--- src/rtl/irq_ctrl_pkg.sv ---
// Shared constants, FSM state type and priority helper for the interrupt manager.
package irq_ctrl_pkg;

  localparam logic [11:0] CSR_MSTATUS = 12'h300;
  localparam logic [11:0] CSR_MEPC    = 12'h341;
  localparam logic [11:0] CSR_MCAUSE  = 12'h342;
  localparam logic [11:0] CSR_MIP     = 12'h344;

  localparam logic [4:0]  CAUSE_NONE  = 5'h1F;
  localparam int          MAX_IRQ     = 16;

  typedef enum logic {
    ST_IDLE    = 1'b0,
    ST_SERVICE = 1'b1
  } irq_state_e;

  // Lowest set bit wins; an empty vector yields CAUSE_NONE.
  function automatic logic [4:0] lowest_set(input logic [MAX_IRQ-1:0] vec);
    logic [4:0] idx;
    idx = CAUSE_NONE;
    for (int i = MAX_IRQ - 1; i >= 0; i--) begin
      if (vec[i]) idx = 5'(i);
    end
    return idx;
  endfunction

endpackage

--- src/rtl/irq_ctrl_edge_detect.sv ---
// Per-line rising-edge pulse generator; IRQ_CTRL_SYNC_EN adds a 2-flop synchronizer per line.
module irq_edge_detect #(
  parameter int WIDTH = 8
) (
  input  logic             clk_i,
  input  logic             rst_i,
  input  logic [WIDTH-1:0] irq_i,
  output logic [WIDTH-1:0] edge_o
);

  for (genvar gi = 0; gi < WIDTH; gi++) begin : g_bit
    logic sampled;
    logic irq_prev_q;

`ifdef IRQ_CTRL_SYNC_EN
    logic [1:0] sync_q;

    always_ff @(posedge clk_i or posedge rst_i) begin
      if (rst_i) sync_q <= 2'b00;
      else       sync_q <= {sync_q[0], irq_i[gi]};
    end

    assign sampled = sync_q[1];
`else
    assign sampled = irq_i[gi];
`endif

    always_ff @(posedge clk_i or posedge rst_i) begin
      if (rst_i) irq_prev_q <= 1'b0;
      else       irq_prev_q <= sampled;
    end

    assign edge_o[gi] = sampled & ~irq_prev_q;
  end

endmodule

--- src/rtl/irq_ctrl.sv ---
// Interrupt manager: edge-triggered pending bits, ISR entry/return PC and read-only CSRs.
// Optional build macro IRQ_CTRL_SYNC_EN synchronizes IRQ_IN (3-cycle edge-to-IRQ latency).
module irq_ctrl
  import irq_ctrl_pkg::*;
#(
  parameter int          NUM_IRQ    = 8,
  parameter logic [31:0] ISR_VECTOR = 32'h0000_0010
) (
  input  logic               CLK,
  input  logic               RES,
  input  logic [NUM_IRQ-1:0] IRQ_IN,
  input  logic               ENTER_ISR,
  input  logic               PC_SEL,
  input  logic [31:0]        PC,
  input  logic [11:0]        CSR_ADDR,
  output logic               IRQ,
  output logic [31:0]        ISR_PC,
  output logic [31:0]        CSR_DATA
);

  irq_state_e         state_q, state_d;
  logic [NUM_IRQ-1:0] pending_q, pending_d;
  logic [31:0]        epc_q, epc_d;
  logic [4:0]         cause_q, cause_d;

  logic [NUM_IRQ-1:0] edge_pulse;
  logic [NUM_IRQ-1:0] clr_mask;
  logic [4:0]         sel_idx;
  logic               in_service;
  logic [31:0]        mip;

  irq_edge_detect #(.WIDTH(NUM_IRQ)) u_edge (
    .clk_i  (CLK),
    .rst_i  (RES),
    .irq_i  (IRQ_IN),
    .edge_o (edge_pulse)
  );

  assign sel_idx = lowest_set(MAX_IRQ'(pending_q));

  for (genvar gi = 0; gi < NUM_IRQ; gi++) begin : g_clr
    assign clr_mask[gi] = ENTER_ISR && (sel_idx == 5'(gi));
  end

  always_comb begin
    state_d   = state_q;
    epc_d     = epc_q;
    cause_d   = cause_q;
    // A fresh edge outranks the clear of the bit being serviced.
    pending_d = (pending_q & ~clr_mask) | edge_pulse;

    if (ENTER_ISR) begin
      epc_d   = PC;
      cause_d = sel_idx;
    end

    case (state_q)
      ST_IDLE:    if (ENTER_ISR)            state_d = ST_SERVICE;
      ST_SERVICE: if (PC_SEL && !ENTER_ISR) state_d = ST_IDLE;
      default:                              state_d = ST_IDLE;
    endcase
  end

  always_ff @(posedge CLK or posedge RES) begin
    if (RES) begin
      state_q   <= ST_IDLE;
      pending_q <= '0;
      epc_q     <= '0;
      cause_q   <= '0;
    end else begin
      state_q   <= state_d;
      pending_q <= pending_d;
      epc_q     <= epc_d;
      cause_q   <= cause_d;
    end
  end

  assign in_service = (state_q == ST_SERVICE);
  assign IRQ        = |pending_q;
  assign ISR_PC     = ENTER_ISR ? ISR_VECTOR : epc_q;

  always_comb begin
    mip                = '0;
    mip[NUM_IRQ-1:0]   = pending_q;
  end

  always_comb begin
    CSR_DATA = '0;
    case (CSR_ADDR)
      CSR_MSTATUS: CSR_DATA = {28'b0, ~in_service, 3'b000};
      CSR_MEPC:    CSR_DATA = epc_q;
      CSR_MCAUSE:  CSR_DATA = {1'b1, 26'b0, cause_q};
      CSR_MIP:     CSR_DATA = mip;
      default:     CSR_DATA = '0;
    endcase
  end

endmodule
--- config.mk ---
export PLATFORM = sky130hd
export DESIGN_NAME = irq_ctrl
export DESIGN_NICKNAME = d
export VERILOG_FILES = /design/src/rtl/irq_ctrl_pkg.sv /design/src/rtl/irq_ctrl_edge_detect.sv /design/src/rtl/irq_ctrl.sv
export SDC_FILE = /design/constraint.sdc
export NUM_CORES = 1
export LEC_CHECK = 0
export ABC_AREA = 1
export CAP_MARGIN = 20
export CORE_MARGIN = 5
export CORE_UTILIZATION = 45
export DETAILED_ROUTE_END_ITERATION = 8
export HOLD_SLACK_MARGIN = 0.02
export PLACE_DENSITY = 0.85
export SETUP_SLACK_MARGIN = 0.3
export SYNTH_ARGS = -nofsm -noshare
export SYNTH_HDL_FRONTEND = slang
export SYNTH_SLANG_ARGS = --single-unit
--- constraint.sdc ---
create_clock -name CLK -period 4.2 [get_ports CLK]
set_input_delay 0.63 -clock CLK [delete_from_list [all_inputs] [get_ports CLK]]
set_output_delay 0.63 -clock CLK [all_outputs]
set_load 0.01 [all_outputs]
# Word level (Yosys, flattened, before mapping)
# Cells that the tools add are included.
dict set report classes {
  addsub 0
  n_mul 0
  div_mod_pow 0
  order_cmp 0
  n_eq_ne 11
  shifts 0
  n_mux 13
  bitwise 20
  n_reduce_logical 12
}
# cell n
set op_table {}
lappend op_table {{32-bit one-hot mux with 4 select lines} 1}
lappend op_table {{12-bit by 10-bit == test with 1-bit output, second input constant} 4}
lappend op_table {{5-bit 2-to-1 mux} 8}
lappend op_table {{32-bit 2-to-1 mux} 1}
lappend op_table {{5-bit by 3-bit == test with 1-bit output, second input constant} 4}
lappend op_table {{5-bit by 2-bit == test with 1-bit output, second input constant} 2}
lappend op_table {{1-bit logical AND} 9}
lappend op_table {{1-bit NOT} 9}
lappend op_table {{1-bit bitwise AND} 8}
lappend op_table {{8-bit bitwise AND} 1}
lappend op_table {{8-bit NOT} 1}
lappend op_table {{8-bit OR} 1}
lappend op_table {{8-bit OR reduction} 1}
lappend op_table {{5-bit by 1-bit == test with 1-bit output, second input constant} 1}
lappend op_table {{5-bit zero test} 1}
lappend op_table {{1-bit 2-to-1 mux} 2}
lappend op_table {{1-bit one-hot mux with 2 select lines} 1}
lappend op_table {{1-bit zero test} 1}
dict set report totals {
  reg_bits 54
  latch_bits 0
  mem_bits_rw 0
  romBits 0
  word_cells 68
  mem_count 0
}

# Depth between registers and ports, before layout
# Gate-level depths: netlist of the first run.
dict set report logic_depth {
  ltp_word 13
  depth_mapped 10
  ltp_nobuf 10
}

# By module
# Synthesis of the first run repeated with hierarchy kept, for this count alone.
dict set report unflattened {
  cells_unflattened 336
  hier_area_um2 2743.9
}
# module instances cells_per_inst area_per_inst_um2
set by_module_without_submodules {}
lappend by_module_without_submodules {irq_ctrl 1 311 2459.9}
lappend by_module_without_submodules {irq_edge_detect 1 25 284.0}

# Least setup slack after synthesis of the first run
# Ideal clock, no wire load.
dict set report synth_timing {
  path_kind {input to output}
  start {input CSR_ADDR[5]}
  end {output CSR_DATA[10]}
  t_arrival_ns 1.420
  t_required_ns 3.570
  setup_slack_ns 2.150
  path_stages 6
  n_path_buf 1
  path_cell_list {nor2_1 nand2_1 nor2_8 nand2_4 buf_12 nor2_4}
}
dict set report synth_between {
  elab_chain_cells 2
}
# element line_no
set synth_lines {}
lappend synth_lines {{from (decl)} irq_ctrl.sv:15} ;# input logic [11:0] CSR_ADDR,
lappend synth_lines {{12-bit by 10-bit == test with 1-bit output} irq_ctrl.sv:89} ;# case (CSR_ADDR)
lappend synth_lines {{32-bit one-hot mux with 4 select lines *} irq_ctrl.sv:89}
lappend synth_lines {{to (decl)} irq_ctrl.sv:18} ;# output logic [31:0] CSR_DATA
# Every way passes the cells marked *; elsewhere a longest branch is shown, timed or not.

# Final worst setup path of the first run
dict set report layout_timing {
  start {input CSR_ADDR[0]}
  end {output CSR_DATA[31]}
}
# The elaborated chain is that of the path after synthesis.

==> results of run 1 <==
==> per-stage QoR <==
stage / hold slack, ps / total power, W / area (sq um) / setup slack [ps] / util [%]
after detailed placement: 409 / 0.000801 / 3940 / 741 / 67.0
after global placement: 401 / 0.000793 / 3940 / 812 / 67.0
after floorplan: 399 / 0.000681 / 2720 / 2150 / -
final: 421 / 0.00118 / 4100 / 726 / 69.6
after global routing: 433 / 0.00125 / 4100 / 598 / 69.6
after CTS: 422 / 0.00120 / 4080 / 725 / 69.2
==> placed cells by master, fill, tap and decap left out, drive strengths merged <==
| cell type | n |
|---|---|
| o22ai | 5 |
| clkinv | 2 |
| inv | 61 |
| nand3 | 15 |
| clkbuf | 5 |
| nand2 | 78 |
| dfrtp | 53 |
| nor3 | 5 |
| buf | 3 |
| or2 | 1 |
| bufinv | 2 |
| nor2 | 63 |
| o21ai | 40 |
| nand4 | 1 |
| o21a | 1 |
| clkdlybuf4s50 | 119 |
==> final cells by class <==
type                       instances  area (sq um)
timing repair buffer             122          1240
fill                             465          1790
multi-input combinational        209          1070
inverter                          62           233
sequential                        53          1330
tap                               75          93.8
clock buffer                       5          68.8
clock inverter                     3          65.1
==> worst min path at each step <==
stage                          startpoint            to  depth (start not counted)
2_1_floorplan  u_edge.g_bit[0].irq_prev_q  pending_q[0]                          1
3_3_place_gp   u_edge.g_bit[0].irq_prev_q  pending_q[0]                          1
3_5_place_dp   u_edge.g_bit[0].irq_prev_q  pending_q[0]                          1
4_1_cts        u_edge.g_bit[0].irq_prev_q  pending_q[0]                          1
5_1_grt        u_edge.g_bit[1].irq_prev_q  pending_q[1]                          1
6_report       u_edge.g_bit[1].irq_prev_q  pending_q[1]                          1
==> per-layer routing <==
metal | wire length, microns | GRT usage (%) | share of wire, % | up-vias
met4 | 27 | 3.77 | 0.38 | 0
li1 | - | - | - | 1246
met5 | 0 | 0 | 0 | -
met1 | 2870 | 21.7 | 41 | 1123
met3 | 434 | 4.14 | 6.2 | 2
met2 | 3700 | 34.4 | 53 | 76
==> synthesized netlist by cell type <==
cell type / instances / area share [%]
buf_12: 2 / 1.5
buf_2: 7 / 1.3
clkbuf_1: 4 / 0.55
clkinv_1: 1 / 0.14
dfrtp_1: 53 / 49
inv_1: 60 / 8.3
inv_2: 1 / 0.14
nand2_1: 77 / 11
nand2_4: 1 / 0.41
nand3_1: 14 / 2.6
nand3_2: 1 / 0.37
nand4_1: 1 / 0.23
nor2_1: 41 / 5.7
nor2_2: 1 / 0.23
nor2_4: 20 / 8.3
nor2_8: 1 / 0.74
nor3_1: 3 / 0.55
nor3_2: 2 / 0.74
o21a_1: 1 / 0.28
o21ai_0: 39 / 7.2
o21ai_1: 1 / 0.18
o22ai_1: 5 / 1.1
or2_2: 1 / 0.23
==> power by group <==
part | internal (W) | switching [W] | leakage (nW)
Combinational | 0.000109 | 0.000114 | 1.22
Clock | 0.000237 | 0.000156 | 0.0681
Sequential | 0.000550 | 0.0000179 | 0.623
Total | 0.000896 | 0.000288 | 1.91
==> flip-flops by register name (all words and copies together), names as in the netlist <==
signal and flops:
u_edge.g_bit.irq_prev_q 8, in_service 1, epc_q 32, pending_q 8, cause_q 4
==> kinds of logic after synthesis <==
group           after synthesis  synth area share [%]
compound gates               46                  8.78
flops                        53                  48.7
simple gates                163                  30.6
buf+inv                      75                  11.9
==> results.py, run 1 <==
metrics = {
    "timing": {
        "max_slew_margin_pct": 51.5,
        "setup_viol": 0,
        "finalHoldViolCount": 0,
        "worstMarginPinSlew_ps": 728,
        "period_share_pct": 82.7,
        "maxSlewViolCount": 0,
        "fmax_mhz": 288,
        "fin_crit_ps": 3470,
        "setup_tns_ps": 0,
        "rsz0062_at_grt": "no",
        "clock_skew_ps": 3.27,
    },
    "logic_synthesis": {
        "synth-seq-cells": 53,
        "syn_area_sq_mm": 0.00272,
        "synth_cells": 337,
        "yosysWarnings": 0,
        "synth_seq_area_share_pct": 48.7,
        "syn_avg_cell_area_sq_um": 8.08,
        "synthesis.nets": 393,
        "yosysUniqueCellTypes": 23,
    },
    "route": {
        "drt_wl_total_mm": 7.03,
        "num_vias": 2447,
        "antenna_left": 0,
        "wire_per_inst_microns": 13.3,
        "vias_per_cell": 4.63,
        "dr.pass1.iters": 4,
        "drt-initial-drc-count": 95,
        "route.detailed.drc": 0,
    },
    "min_path": {
        "hold_path.class": "reg -> reg",
    },
    "pwr": {
        "power_density_mw_per_mm2": 289,
        "ir_drop_mv": 0.238,
        "cellLeakagePower_nw": 1.91,
    },
    "worst_setup_path": {
        "cpMostUsedCell": "clkdlybuf4s50_1",
        "crit_slowest_cell": "clkdlybuf4s50_1",
        "cp_num_buf_inv": 3,
        "r2r_cells": 8,
        "startpoint_type": "input port",
        "crit_path_cell_trace": "clkdlybuf4s50_1, inv_1, nor3_2, nand2_4, o21ai_1, clkdlybuf4s50_1",
        "cp-startpoint": "CSR_ADDR[0]",
        "worstSetupPathDepth": 6,
        "cp_max_fo": 28,
        "path_delay_family": "buffers and inverters",
        "reg2reg_from": "pending_q[3]",
        "timing.rr.end": "pending_q[5]",
        "cp.required_ps": 3570,
        "reg2reg_slack_ps": 2830,
        "cpPeakStageDelay_ps": 580,
        "crit_arrival_ps": 2840,
        "crit_path_end_kind": "primary output",
        "crit_type": "in -> out",
        "endpoint": "CSR_DATA[31]",
    },
    "grt": {
        "overflow": 0,
        "grt_usage_pct": 18.5,
        "grt_pass1_vias": 2503,
        "antenna_found_initial": 0,
        "grt_pass1_wl_mm": 11.2,
        "grt_max_degree": 62,
    },
    "finish": {
        "drive_above_1_share_pct": 8.81,
        "diodes": 0,
        "nets": 509,
        "fin_cells": 529,
        "area_growth_syn_to_layout_pct": 50.5,
    },
    "die": {
        "chipHeight_microns": 87.8,
        "start_util_pct": 46.2,
        "row_count": 28,
        "die_area_sq_mm": 0.00770,
        "pin_count": 121,
        "core_sq_mm": 0.00589,
        "fp.dieW_microns": 87.8,
    },
    "run": {
        "max_cap_viol_count": 0,
    },
    "clock_tree": {
        "cts_buffer_depth": 2,
        "cts_sinks": 53,
        "cts_tree": "yes",
        "post_cts.repair.setup_buffers": 0,
        "htree_levels": 2,
        "insertion_delay_ps": 290,
        "clk_pin_slew_ps": 90,
        "cts-resized-gates": 0,
        "numCtsBuffers": 5,
        "hold_buffers": 0,
        "clockRootBuffer": "clkbuf_8",
    },
    "run_status": {
        "status": "completed",
    },
    "placement": {
        "placement.io_buffers": 120,
        "dp_cells": 520,
        "gp_congestion": 0.851,
        "dp_hpwl_mm": 5.56,
    },
}
(Power assumes the default switching activity.)
==> run 2, diff against run 1 <==
- CORE_UTILIZATION: 45 -> 42
- PLACE_DENSITY: 0.85 -> 0.8
- clock period: 4.2 -> 3.6 ns (I/O delays scaled with it)
==> run 2 against run 1 <==
  * Clock power rose by 5.9%
  * Design area stayed put
  * Clock skew increased by 1.7 ps
  * Sequential share of layout area did not move
  * Global-route usage shrank 1.4 points
  * Power increased by 13%
  * Register-to-register slack worse by 580 ps
  * Utilization decreased by 4.7 points
  * Non-clock buffer count is 2 higher
  * Critical path type unchanged
  * Worst hold slack about the same
==> results.py, run 2 (synthesized netlist as in run 1, its figures left out) <==
metrics = {
    "route": {
        "num_vias": 2476,
        "wire_per_inst_microns": 13.0,
        "route.detailed.drc": 0,
        "antenna_left": 0,
        "drt-initial-drc-count": 82,
        "drt_wl_total_mm": 6.93,
        "vias_per_cell": 4.65,
        "dr.pass1.iters": 4,
    },
    "clock_tree": {
        "cts_tree": "yes",
        "clockRootBuffer": "clkbuf_8",
        "numCtsBuffers": 5,
        "cts-resized-gates": 0,
        "post_cts.repair.setup_buffers": 0,
        "insertion_delay_ps": 300,
        "cts_sinks": 53,
        "clk_pin_slew_ps": 90,
        "cts_buffer_depth": 2,
        "hold_buffers": 0,
        "htree_levels": 2,
    },
    "worst_setup_path": {
        "cp.required_ps": 3060,
        "startpoint_type": "input port",
        "crit_path_end_kind": "primary output",
        "crit_type": "in -> out",
        "crit_arrival_ps": 2630,
        "cp_max_fo": 24,
    },
    "die": {
        "row_count": 29,
        "die_area_sq_mm": 0.00819,
        "fp.dieW_microns": 90.5,
        "chipHeight_microns": 90.5,
        "start_util_pct": 43.1,
        "pin_count": 121,
        "core_sq_mm": 0.00631,
    },
    "placement": {
        "gp_congestion": 0.886,
        "dpl_cell_area_sq_mm": 0.00398,
        "dp_hpwl_mm": 5.49,
        "placement.io_buffers": 120,
    },
    "timing": {
        "timing.hold.ws_ps": 421,
        "maxSlewViolCount": 0,
        "clock_skew_ps": 4.98,
        "max_slew_margin_pct": 58.2,
        "finalHoldViolCount": 0,
        "fmax_mhz": 316,
        "fin_crit_ps": 3170,
        "worstMarginPinSlew_ps": 626,
        "rsz0062_at_grt": "no",
        "period_share_pct": 87.9,
        "setup_tns_ps": 0,
        "setup_viol": 0,
    },
    "finish": {
        "nets": 511,
        "largest_register": "epc_q",
        "mostFrequentLayoutCells": "clkdlybuf4s50_1 (119), nand2_1 (77), inv_1 (59)",
        "drive_above_1_share_pct": 8.99,
        "layout_commonest_cell": "clkdlybuf4s50_1",
        "top_regs": "epc_q: 32 flops, pending_q: 8 flops, u_edge.g_bit.irq_prev_q: 8 flops",
        "area_growth_syn_to_layout_pct": 50.5,
        "largest_reg_flops": 32,
        "design_area_sq_mm": 0.00410,
        "diodes": 0,
    },
    "grt": {
        "grt_pass1_wl_mm": 11.7,
        "grt_max_degree": 62,
        "grt_pass1_vias": 2467,
        "overflow": 0,
        "grt_usage_pct": 17.1,
        "antenna_found_initial": 0,
    },
    "pwr": {
        "ir_drop_mv": 0.221,
        "cellLeakagePower_nw": 1.91,
        "power_density_mw_per_mm2": 327,
    },
    "run": {
        "max_cap_viol_count": 0,
    },
    "run_status": {
        "status": "completed",
    },
    "min_path": {
        "hold_path.class": "reg -> reg",
    },
}
[run 2: cell types whose count changed in the layout (fill, tap and decap cells not counted)]
cell / change
clkbuf_8: +1
buf_4: +2
bufinv_16: -1
clkbuf_1: +1
clkinv_2: -1
[run 2: per-layer routing]
metal  GRT usage, %  routed length [microns]  vias to the layer above
li1               -                        -                     1250
met2           30.6                     3720                       72
met3           2.92                      291                        7
met5              0                        0                        -
met4           4.22                       81                        0
met1           21.1                     2830                     1147
[run 2: final timing paths]
| check | from | end | slack [ps] | cells past startpoint |
|---|---|---|---|---|
| max reg2reg | pending_q[3] | pending_q[5] | 2250 | 8 |
| min in group asynchronous | RES | u_edge.g_bit[5].irq_prev_q | 510 | 2 |
| min | u_edge.g_bit[0].irq_prev_q | pending_q[0] | 420 | 1 |
| max | CSR_ADDR[8] | CSR_DATA[31] | 430 | 9 |
| min reg2reg | u_edge.g_bit[0].irq_prev_q | pending_q[0] | 420 | 1 |
| max in group asynchronous | RES | cause_q[2] | 2590 | 3 |
[run 2: stage by stage]
stage / worst slack (ps) / total power (W) / util, % / std cells
detailed placement: 414 / 0.000937 / 63.0 / 525
global route: 320 / 0.00140 / 64.9 / 533
floorplan: 1730 / 0.000795 / - / 337
global placement: 527 / 0.000927 / 62.7 / 524
finish: 435 / 0.00134 / 64.9 / 533
CTS: 412 / 0.00135 / 64.9 / 533
[run 2: power by group]
part           switching (W)  internal, W  leakage, nW
logic               0.000133     0.000128         1.23
registers          0.0000198     0.000642        0.623
clock network       0.000189     0.000227       0.0585
total               0.000341     0.000997         1.91
[run 2: area by class of cell]
type                    instances  area, sq um
fillers                       535         2220
multi-input cells             209         1070
repair buffers                124         1250
clock inverters                 1         30.0
flip-flops and latches         53         1330
well taps                      77         96.3
inverters                      62          233
clock buffers                   7         86.3
[run 2: critical path: stages]
cell and delay [ps]:
clkdlybuf4s50_1 470, nand2_1 50, inv_1 80, nand3_2 110, nor2_8 170, nand2_4 90
buf_4 320, o21ai_1 220, clkdlybuf4s50_1 560
